File: src/rtl/exception_ctrl.sv
// Purpose : exception responder - records cause/EPC in CP0 registers, flushes, vectors to the handler, services ERET; double fault halts.
// Latency : fault sampled at edge N -> FLUSH in cycle N+1, redirect to handler in N+2; ERET at edge M -> redirect to EPC in M+1.
// Backpressure: none accepted; drives stall/flush into the pipeline, and holds stall/flush/halted permanently after a double fault until reset.
//
// Ports:
//   clk, rst_n                 clock, asynchronous active-low reset
//   ex_valid, ex_pc            EX-stage instruction valid and its PC
//   pc_exception, alu_status   fault indications (alu_status bits 2/3/6 used)
//   eret                       EX instruction is ERET
//   cp0_rd_sel, cp0_rd_data    combinational CP0 read port
//   cp0_we, cp0_wr_sel, cp0_wr_data   CP0 write port (STATUS and EPC only)
//   flush, stall, pc_redirect, pc_target, in_handler, halted   registered pipeline controls
module exception_ctrl #(
    parameter logic [31:0] HANDLER_VEC = 32'h0000_0080
) (
    input  logic        clk,
    input  logic        rst_n,
    input  logic        ex_valid,
    input  logic [31:0] ex_pc,
    input  logic        pc_exception,
    input  logic [7:0]  alu_status,
    input  logic        eret,
    input  logic [1:0]  cp0_rd_sel,
    output logic [31:0] cp0_rd_data,
    input  logic        cp0_we,
    input  logic [1:0]  cp0_wr_sel,
    input  logic [31:0] cp0_wr_data,
    output logic        flush,
    output logic        stall,
    output logic        pc_redirect,
    output logic [31:0] pc_target,
    output logic        in_handler,
    output logic        halted
);

    typedef enum logic [2:0] {
        ST_RUN    = 3'd0,
        ST_FLUSH  = 3'd1,
        ST_VECTOR = 3'd2,
        ST_RETURN = 3'd3,
        ST_HALT   = 3'd4
    } state_t;

    localparam logic [1:0] SEL_STATUS = 2'd0;
    localparam logic [1:0] SEL_CAUSE  = 2'd1;
    localparam logic [1:0] SEL_EPC    = 2'd2;
    localparam logic [1:0] SEL_COUNT  = 2'd3;

    state_t      state;
    logic        exl;
    logic [3:0]  cause;
    logic [31:0] epc;
    logic [15:0] exc_count;

    logic        fault;
    logic [3:0]  fault_code;
    logic        wr_status;
    logic        wr_epc;
    logic [31:0] epc_fwd;

    assign fault = ex_valid & (pc_exception | alu_status[2] | alu_status[3] | alu_status[6]);

    always_comb begin
        fault_code = 4'd0;
        if (pc_exception)       fault_code = 4'd1;
        else if (alu_status[2]) fault_code = 4'd2;
        else if (alu_status[3]) fault_code = 4'd3;
        else if (alu_status[6]) fault_code = 4'd4;
    end

    // CP0 writes are dropped once halted.
    assign wr_status = cp0_we && (cp0_wr_sel == SEL_STATUS) && (state != ST_HALT);
    assign wr_epc    = cp0_we && (cp0_wr_sel == SEL_EPC)    && (state != ST_HALT);

    // An EPC write landing on the same edge as an ERET must still steer the return address.
    assign epc_fwd = wr_epc ? cp0_wr_data : epc;

    always_comb begin
        cp0_rd_data = 32'd0;
        case (cp0_rd_sel)
            SEL_STATUS: cp0_rd_data = {31'd0, exl};
            SEL_CAUSE:  cp0_rd_data = {28'd0, cause};
            SEL_EPC:    cp0_rd_data = epc;
            SEL_COUNT:  cp0_rd_data = {16'd0, exc_count};
            default:    cp0_rd_data = 32'd0;
        endcase
    end

    assign in_handler = exl;

    always_ff @(posedge clk or negedge rst_n) begin
        if (!rst_n) begin
            state       <= ST_RUN;
            exl         <= 1'b0;
            cause       <= 4'd0;
            epc         <= 32'd0;
            exc_count   <= 16'd0;
            flush       <= 1'b0;
            stall       <= 1'b0;
            pc_redirect <= 1'b0;
            pc_target   <= 32'd0;
            halted      <= 1'b0;
        end else begin
            // Software writes first; capture / EXL updates below override them.
            if (wr_status) exl <= cp0_wr_data[0];
            if (wr_epc)    epc <= cp0_wr_data;

            // Outputs default to idle; each transition sets the next state's outputs.
            flush       <= 1'b0;
            stall       <= 1'b0;
            pc_redirect <= 1'b0;
            pc_target   <= 32'd0;
            halted      <= 1'b0;

            case (state)
                ST_RUN: begin
                    if (fault && !exl) begin
                        epc   <= ex_pc;
                        cause <= fault_code;
                        exl   <= 1'b1;
                        if (exc_count != 16'hFFFF) exc_count <= exc_count + 16'd1;
                        state <= ST_FLUSH;
                        flush <= 1'b1;
                        stall <= 1'b1;
                    end else if (fault) begin
                        state  <= ST_HALT;
                        flush  <= 1'b1;
                        stall  <= 1'b1;
                        halted <= 1'b1;
                    end else if (eret && ex_valid && exl) begin
                        exl         <= 1'b0;
                        state       <= ST_RETURN;
                        flush       <= 1'b1;
                        pc_redirect <= 1'b1;
                        pc_target   <= epc_fwd;
                    end
                end
                ST_FLUSH: begin
                    state       <= ST_VECTOR;
                    flush       <= 1'b1;
                    pc_redirect <= 1'b1;
                    pc_target   <= HANDLER_VEC;
                end
                ST_VECTOR: state <= ST_RUN;
                ST_RETURN: state <= ST_RUN;
                ST_HALT: begin
                    state  <= ST_HALT;
                    flush  <= 1'b1;
                    stall  <= 1'b1;
                    halted <= 1'b1;
                end
                default: state <= ST_RUN;
            endcase
        end
    end

endmodule

File: config.mk
export PLATFORM = sky130hd
export DESIGN_NAME = exception_ctrl
export DESIGN_NICKNAME = d
export VERILOG_FILES = /design/src/rtl/exception_ctrl.sv
export SDC_FILE = /design/constraint.sdc
export NUM_CORES = 1
export LEC_CHECK = 0
export CORE_MARGIN = 2
export CORE_UTILIZATION = 25
export DETAILED_ROUTE_END_ITERATION = 8
export PLACE_DENSITY = 0.53
export REMOVE_ABC_BUFFERS = 1
export SETUP_SLACK_MARGIN = 0.15
export SYNTH_ARGS = -nofsm -noshare
export SYNTH_HDL_FRONTEND = slang
export SYNTH_SLANG_ARGS = --single-unit
export TNS_END_PERCENT = 20
File: constraint.sdc
create_clock -name clk -period 2.25 [get_ports clk]
set_clock_uncertainty 0.2 [all_clocks]
set_input_delay 0.45 -clock clk [delete_from_list [all_inputs] [get_ports clk]]
set_output_delay 0.45 -clock clk [all_outputs]
set_load 0.005 [all_outputs]
Word level (Yosys, flattened, before mapping)
Index checks and enable logic that the tools add are counted.

operators by class
  multiplexer cells = 33
  reduce and logical (&&, ||, !) cells = 14
  add/subtract/negate cells = 1
  bitwise gates (word level) = 4
  eq/ne operators = 9

operator list
  operator                 count
  $mux W32                 6
  $pmux W32 S4             1
  $pmux W32 S2             1
  $mux W3                  6
  $add A16 B1 Y16 const B  1
  $ne A16 B16 Y1 const B   1
  $mux W1                  13
  $pmux W3 S3              1
  $pmux W1 S2              4
  $logic_and A1 B1 Y1      7
  $eq A2 B2 Y1 const B     3
  $logic_not A2 Y1         2
  $mux W4                  1
  $ne A4 B4 Y1 const B     1
  $eq A3 B1 Y1 const B     1
  $eq A3 B3 Y1 const B     1
  $logic_not A3 Y1         1
  $ne A3 B3 Y1 const B     1
  $or A1 B1 Y1             3
  $reduce_and A3 Y1        1
  $eq A2 B1 Y1 const B     1
  $reduce_and A2 Y1        1
  $reduce_or A2 Y1         1
  $and A1 B1 Y1            1
  $logic_not A1 Y1         1

storage, ports and cells
  bits in registers = 92
  bits of input ports = 82

Logic depth before layout (Yosys ltp)
  depth after elaboration = 8
  gate-level depth with buffers = 7

Worst setup path before layout
OpenSTA, ideal clock, no wires.

  path kind = input to output
  start point = input port cp0_rd_sel[0]
  end point = output port cp0_rd_data[10]
  data required time = 1.600 ns
  buffers on the path = 2
  cell stages on the path = 4
  arrival = 1.522 ns
  path slack = 0.078 ns
  path through = clkbuf_1 clkbuf_1 mux2i_1 nor2b_1

on the way
  word-level cells in the longest chain between the ends = 2
  elaborated cells on any way between the ends = 5

RTL lines
  what                                        RTL line  text
  start, declared                             23        input logic [1:0] cp0_rd_sel,
  $eq A2 B2 Y1, or another cell as far along  80        case (cp0_rd_sel)
  $pmux W32 S4 (*)                            80
  end, declared                               24        output logic [31:0] cp0_rd_data,

Mark *: on every way between the ends. The rest lies on a longest branch, timed or not.

Final worst setup path
  start point = register exc_count[0]
  end point = output port cp0_rd_data[0]

on the way
  word-level cells in the longest chain between the ends = 1

RTL lines
  what                    RTL line  text
  start, declared         53        logic [15:0] exc_count;
  start signal, assigned  121       if (exc_count != 16'hFFFF) exc_count <= exc_count + 16'd1;
  $pmux W32 S4            80

No other way between the ends.

==> flow_metrics.env <==
export IMPL_yosys_top_cells_area="dfrtp_1 56%, mux2i_1 11%, nor2_1 6.7%"
export IMPL_routed_via_density=4.43
export IMPL_criticalPathCategory="flop to output pin"
export IMPL_ys_types=34
export IMPL_cts_tree="built"
export IMPL_place_hpwl_um=8210
export IMPL_crit_arrival_ps=1500
export IMPL_clk_pin_slew_worst_paths_ps=60
export IMPL_overflow=0
export IMPL_clock_latency_ps=340
export IMPL_clockRootBuffer="clkbuf_16"
export IMPL_p_switching_w=0.00171
export IMPL_drc=0
export IMPL_p_comb_share_pct=30.9
export IMPL_postLayoutCoreUtil_pct=41.5
export IMPL_htree_levels=3
export IMPL_fmax_ghz=0.466
export IMPL_path_max_fanout=2
export IMPL_synth_top_area_share_pct=55.9
export IMPL_die_x_um=132
export IMPL_r2r_setup_slack_ps=190
export IMPL_min_period_ps=2150
export IMPL_clockBufferDepth=2
export IMPL_fin_crit_sh_pct=95.3
export IMPL_design_area_mm2=0.00660
export IMPL_whs_ps=284
export IMPL_start_util_pct=25.6
export IMPL_yosysWarningCount=0
export IMPL_drive_gt1_share_pct=17.9
export IMPL_intPower_w=0.00417
export IMPL_pwr_share_seq_pct=39.4
export IMPL_rsz0062_at_grt="true"
export IMPL_tightestPinTransition_ps=500
export IMPL_antenna_left=0
export IMPL_area_delta_synth_final_pct=62.1
export IMPL_vias=3487
export IMPL_maxSlewHeadroom_pct=66.7
export IMPL_grt_pass1_vias=3600
export IMPL_clock_sinks=91
export IMPL_grt_antenna_before_repair=0
export IMPL_r2r_start="state[1]$_DFFE_PN0P_"
export IMPL_worstRegToRegCells=5
export IMPL_peakVddDrop_v=0.000434
export IMPL_nets=649
export IMPL_p_per_area_mw_per_mm2=891
export IMPL_grtUsageMet1_pct=19.3
export IMPL_routabilityCongestion=0.796
export IMPL_grt_max_degree=92
export IMPL_dp_slack_ps=-571
export IMPL_maxCapViolCount=0
export IMPL_use_met2_pct=22.6
export IMPL_io_pins=151
export IMPL_met3_usage_pct=2.58
export IMPL_yosys_register_bits=91
export IMPL_netlist_area_mm2=0.00407
export IMPL_drt_pass1_iterations=4
export IMPL_grt_usage_pct=14.3
export IMPL_status="finished clean"
export IMPL_cp_end_kind="output pin"
export IMPL_leakage_nw=3.01
export IMPL_antennaDiodeCount=0
export IMPL_cts_inserted_buffers=9
export IMPL_hold_path_class="flop to flop"
export IMPL_slew_violations=0
export IMPL_hold_start="cause[0]$_DFFE_PN0P_"
export IMPL_place_area_mm2=0.00599
export IMPL_required_ps=1600
export IMPL_reg2reg_to="in_handler$_DFF_PN0_"
export IMPL_core_mm2=0.0159
export IMPL_worstSetupStartpointType="flop"
export IMPL_grt_busiest_layer="met2"
export IMPL_drt_iter0_drc=134
export IMPL_hold_viol_final=0
export IMPL_die_h_um=132
export IMPL_min_to="cause[0]$_DFFE_PN0P_"
export IMPL_synth_cells=382
export IMPL_clkPwrFrac_pct=29.7
export IMPL_synth_area_per_cell_um2=10.7
export IMPL_die_area_mm2=0.0173
export IMPL_min_path_cells=2
export IMPL_grt_pass1_wl_um=19300
export IMPL_fin_tns_setup_ps=0
export IMPL_synth_top_area_cell="dfrtp_1"
export IMPL_port_buffers=145
export IMPL_routed_wl_um=12400
export IMPL_setup_ws_ps=105
export IMPL_wl_per_cell_um=15.7
export IMPL_switching_share_pct=29.1
export IMPL_seq_area_frac_synth_pct=55.9
export IMPL_rows=46
export IMPL_setup_viol=0
[cell type report]
| class | count | area (µm²) |
|---|---|---|
| Clock buffer | 11 | 243 |
| Clock inverter | 5 | 100 |
| Fill cell | 1593 | 9290 |
| Inverter | 3 | 11.3 |
| Multi-Input combinational cell | 264 | 1730 |
| Sequential cell | 91 | 2280 |
| Tap cell | 216 | 270 |
| Timing Repair Buffer | 197 | 1950 |
[synth_stat cells]
cell / n
a2111oi_0: 1
a21oi_1: 35
a22o_1: 2
a31oi_1: 2
and2_1: 16
buf_1: 6
buf_2: 6
buf_6: 3
clkbuf_1: 9
dfrtp_1: 91
ha_1: 1
inv_1: 3
mux2_2: 4
mux2i_1: 46
mux4_2: 1
nand2_1: 11
nand3_1: 6
nand3b_1: 1
nand4_1: 5
nor2_1: 73
nor2b_1: 14
nor3_1: 5
nor3b_1: 2
nor4_1: 8
nor4_2: 1
nor4b_1: 2
o21ai_0: 2
o21ai_1: 2
o31ai_1: 1
o41a_1: 1
or2_2: 4
or3_1: 2
or4_1: 1
xor2_1: 15
[timing repair]
action                                  4_1_cts  5_1_grt
gates resized for setup                      88       12
buffers inserted                             17        0
hold buffers                                  1        0
pin swaps                                     2        2
hold endpoints to repair                     91        0
endpoints found under the setup margin       67       71
cloned                                        3        2
[worst max-delay path: stages, from the launching register on]
cell and delay, ps:
dfrtp_1 380, mux4_2 500, dlygate4sd2_1 280
[sequential cells by signal, indices dropped and copies added (netlist names)]
| name | count |
|---|---|
| epc | 32 |
| pc_redirect | 1 |
| pc_target | 32 |
| in_handler | 1 |
| stall | 1 |
| cause | 3 |
| exc_count | 16 |
| state | 3 |
| flush | 1 |
| halted | 1 |
[metrics by stage]
step           cells  total power [W]
2_1_floorplan    358          0.00318
4_1_cts          785          0.00594
3_3_place_gp     748          0.00413
6_report         787          0.00588
3_5_place_dp     748          0.00417
5_1_grt          787          0.00626
[kinds of logic (layout without fill, tap and decap cells)]
logic type | Yosys count | in the layout | share of synthesized area (%)
compound gates | 46 | 46 | 6.21
xor+xnor | 15 | 15 | 3.23
fa+ha+maj | 1 | 1 | 0.307
buf+inv | 27 | 216 | 3.23
flops | 91 | 91 | 55.9
mux | 51 | 51 | 13.0
simple gates | 151 | 151 | 18.1
[worst max-delay path by stage]
stage                                  start                  endpoint  depth (start not counted)
floorplan                      cp0_wr_sel[0]         epc[18]$_DFF_PN0_                          4
global placement               cp0_rd_sel[0]            cp0_rd_data[5]                          5
detailed placement             cp0_rd_sel[0]           cp0_rd_data[15]                          5
CTS                         epc[0]$_DFF_PN0_            cp0_rd_data[0]                          2
global route                        ex_valid  exc_count[6]$_DFFE_PN0P_                          7
finish              exc_count[0]$_DFFE_PN0P_            cp0_rd_data[0]                          2
[cell usage in the layout, fill, tap and decap left out, types with 2 or more instances in the layout]
cell | netlist | final
clkdlybuf4s50_1 | 0 | 109
dfrtp_1 | 91 | 85
nor2_1 | 73 | 73
mux2i_1 | 46 | 45
a21oi_1 | 35 | 34
buf_4 | 0 | 34
dlygate4sd2_1 | 0 | 20
and2_1 | 16 | 16
xor2_1 | 15 | 15
nor2b_1 | 14 | 12
clkbuf_16 | 0 | 11
nand2_1 | 11 | 10
buf_6 | 3 | 10
buf_2 | 6 | 8
buf_12 | 0 | 8
nand3_1 | 6 | 6
nor4_1 | 8 | 6
dfrtp_2 | 0 | 6
nand4_1 | 5 | 5
nor3_1 | 5 | 5
or2_2 | 4 | 4
mux2_2 | 4 | 4
dlymetal6s2s_1 | 0 | 4
inv_1 | 3 | 3
bufinv_16 | 0 | 3
o21ai_1 | 2 | 2
o21ai_0 | 2 | 2
nor4_4 | 0 | 2
a22o_1 | 2 | 2
or3_1 | 2 | 2
nor3b_1 | 2 | 2
a31oi_1 | 2 | 2
clkinv_2 | 0 | 2
[power by group through the flow]
stage | logic (W) | clock network [W] | registers, W
6_report | 0.00182 | 0.00175 | 0.00232
2_1_floorplan | 0.000868 | 0 | 0.00231
3_5_place_dp | 0.00183 | 0 | 0.00234
5_1_grt | 0.00202 | 0.00187 | 0.00238
3_3_place_gp | 0.00180 | 0 | 0.00234
4_1_cts | 0.00181 | 0.00181 | 0.00232
[metal layers]
metal	routed length, µm	up-vias
li1	-	1677
met1	5900	1704
met2	5790	91
met3	466	15
met4	218	0
met5	0	-
No activity file was read; power rests on OpenSTA's default activity.
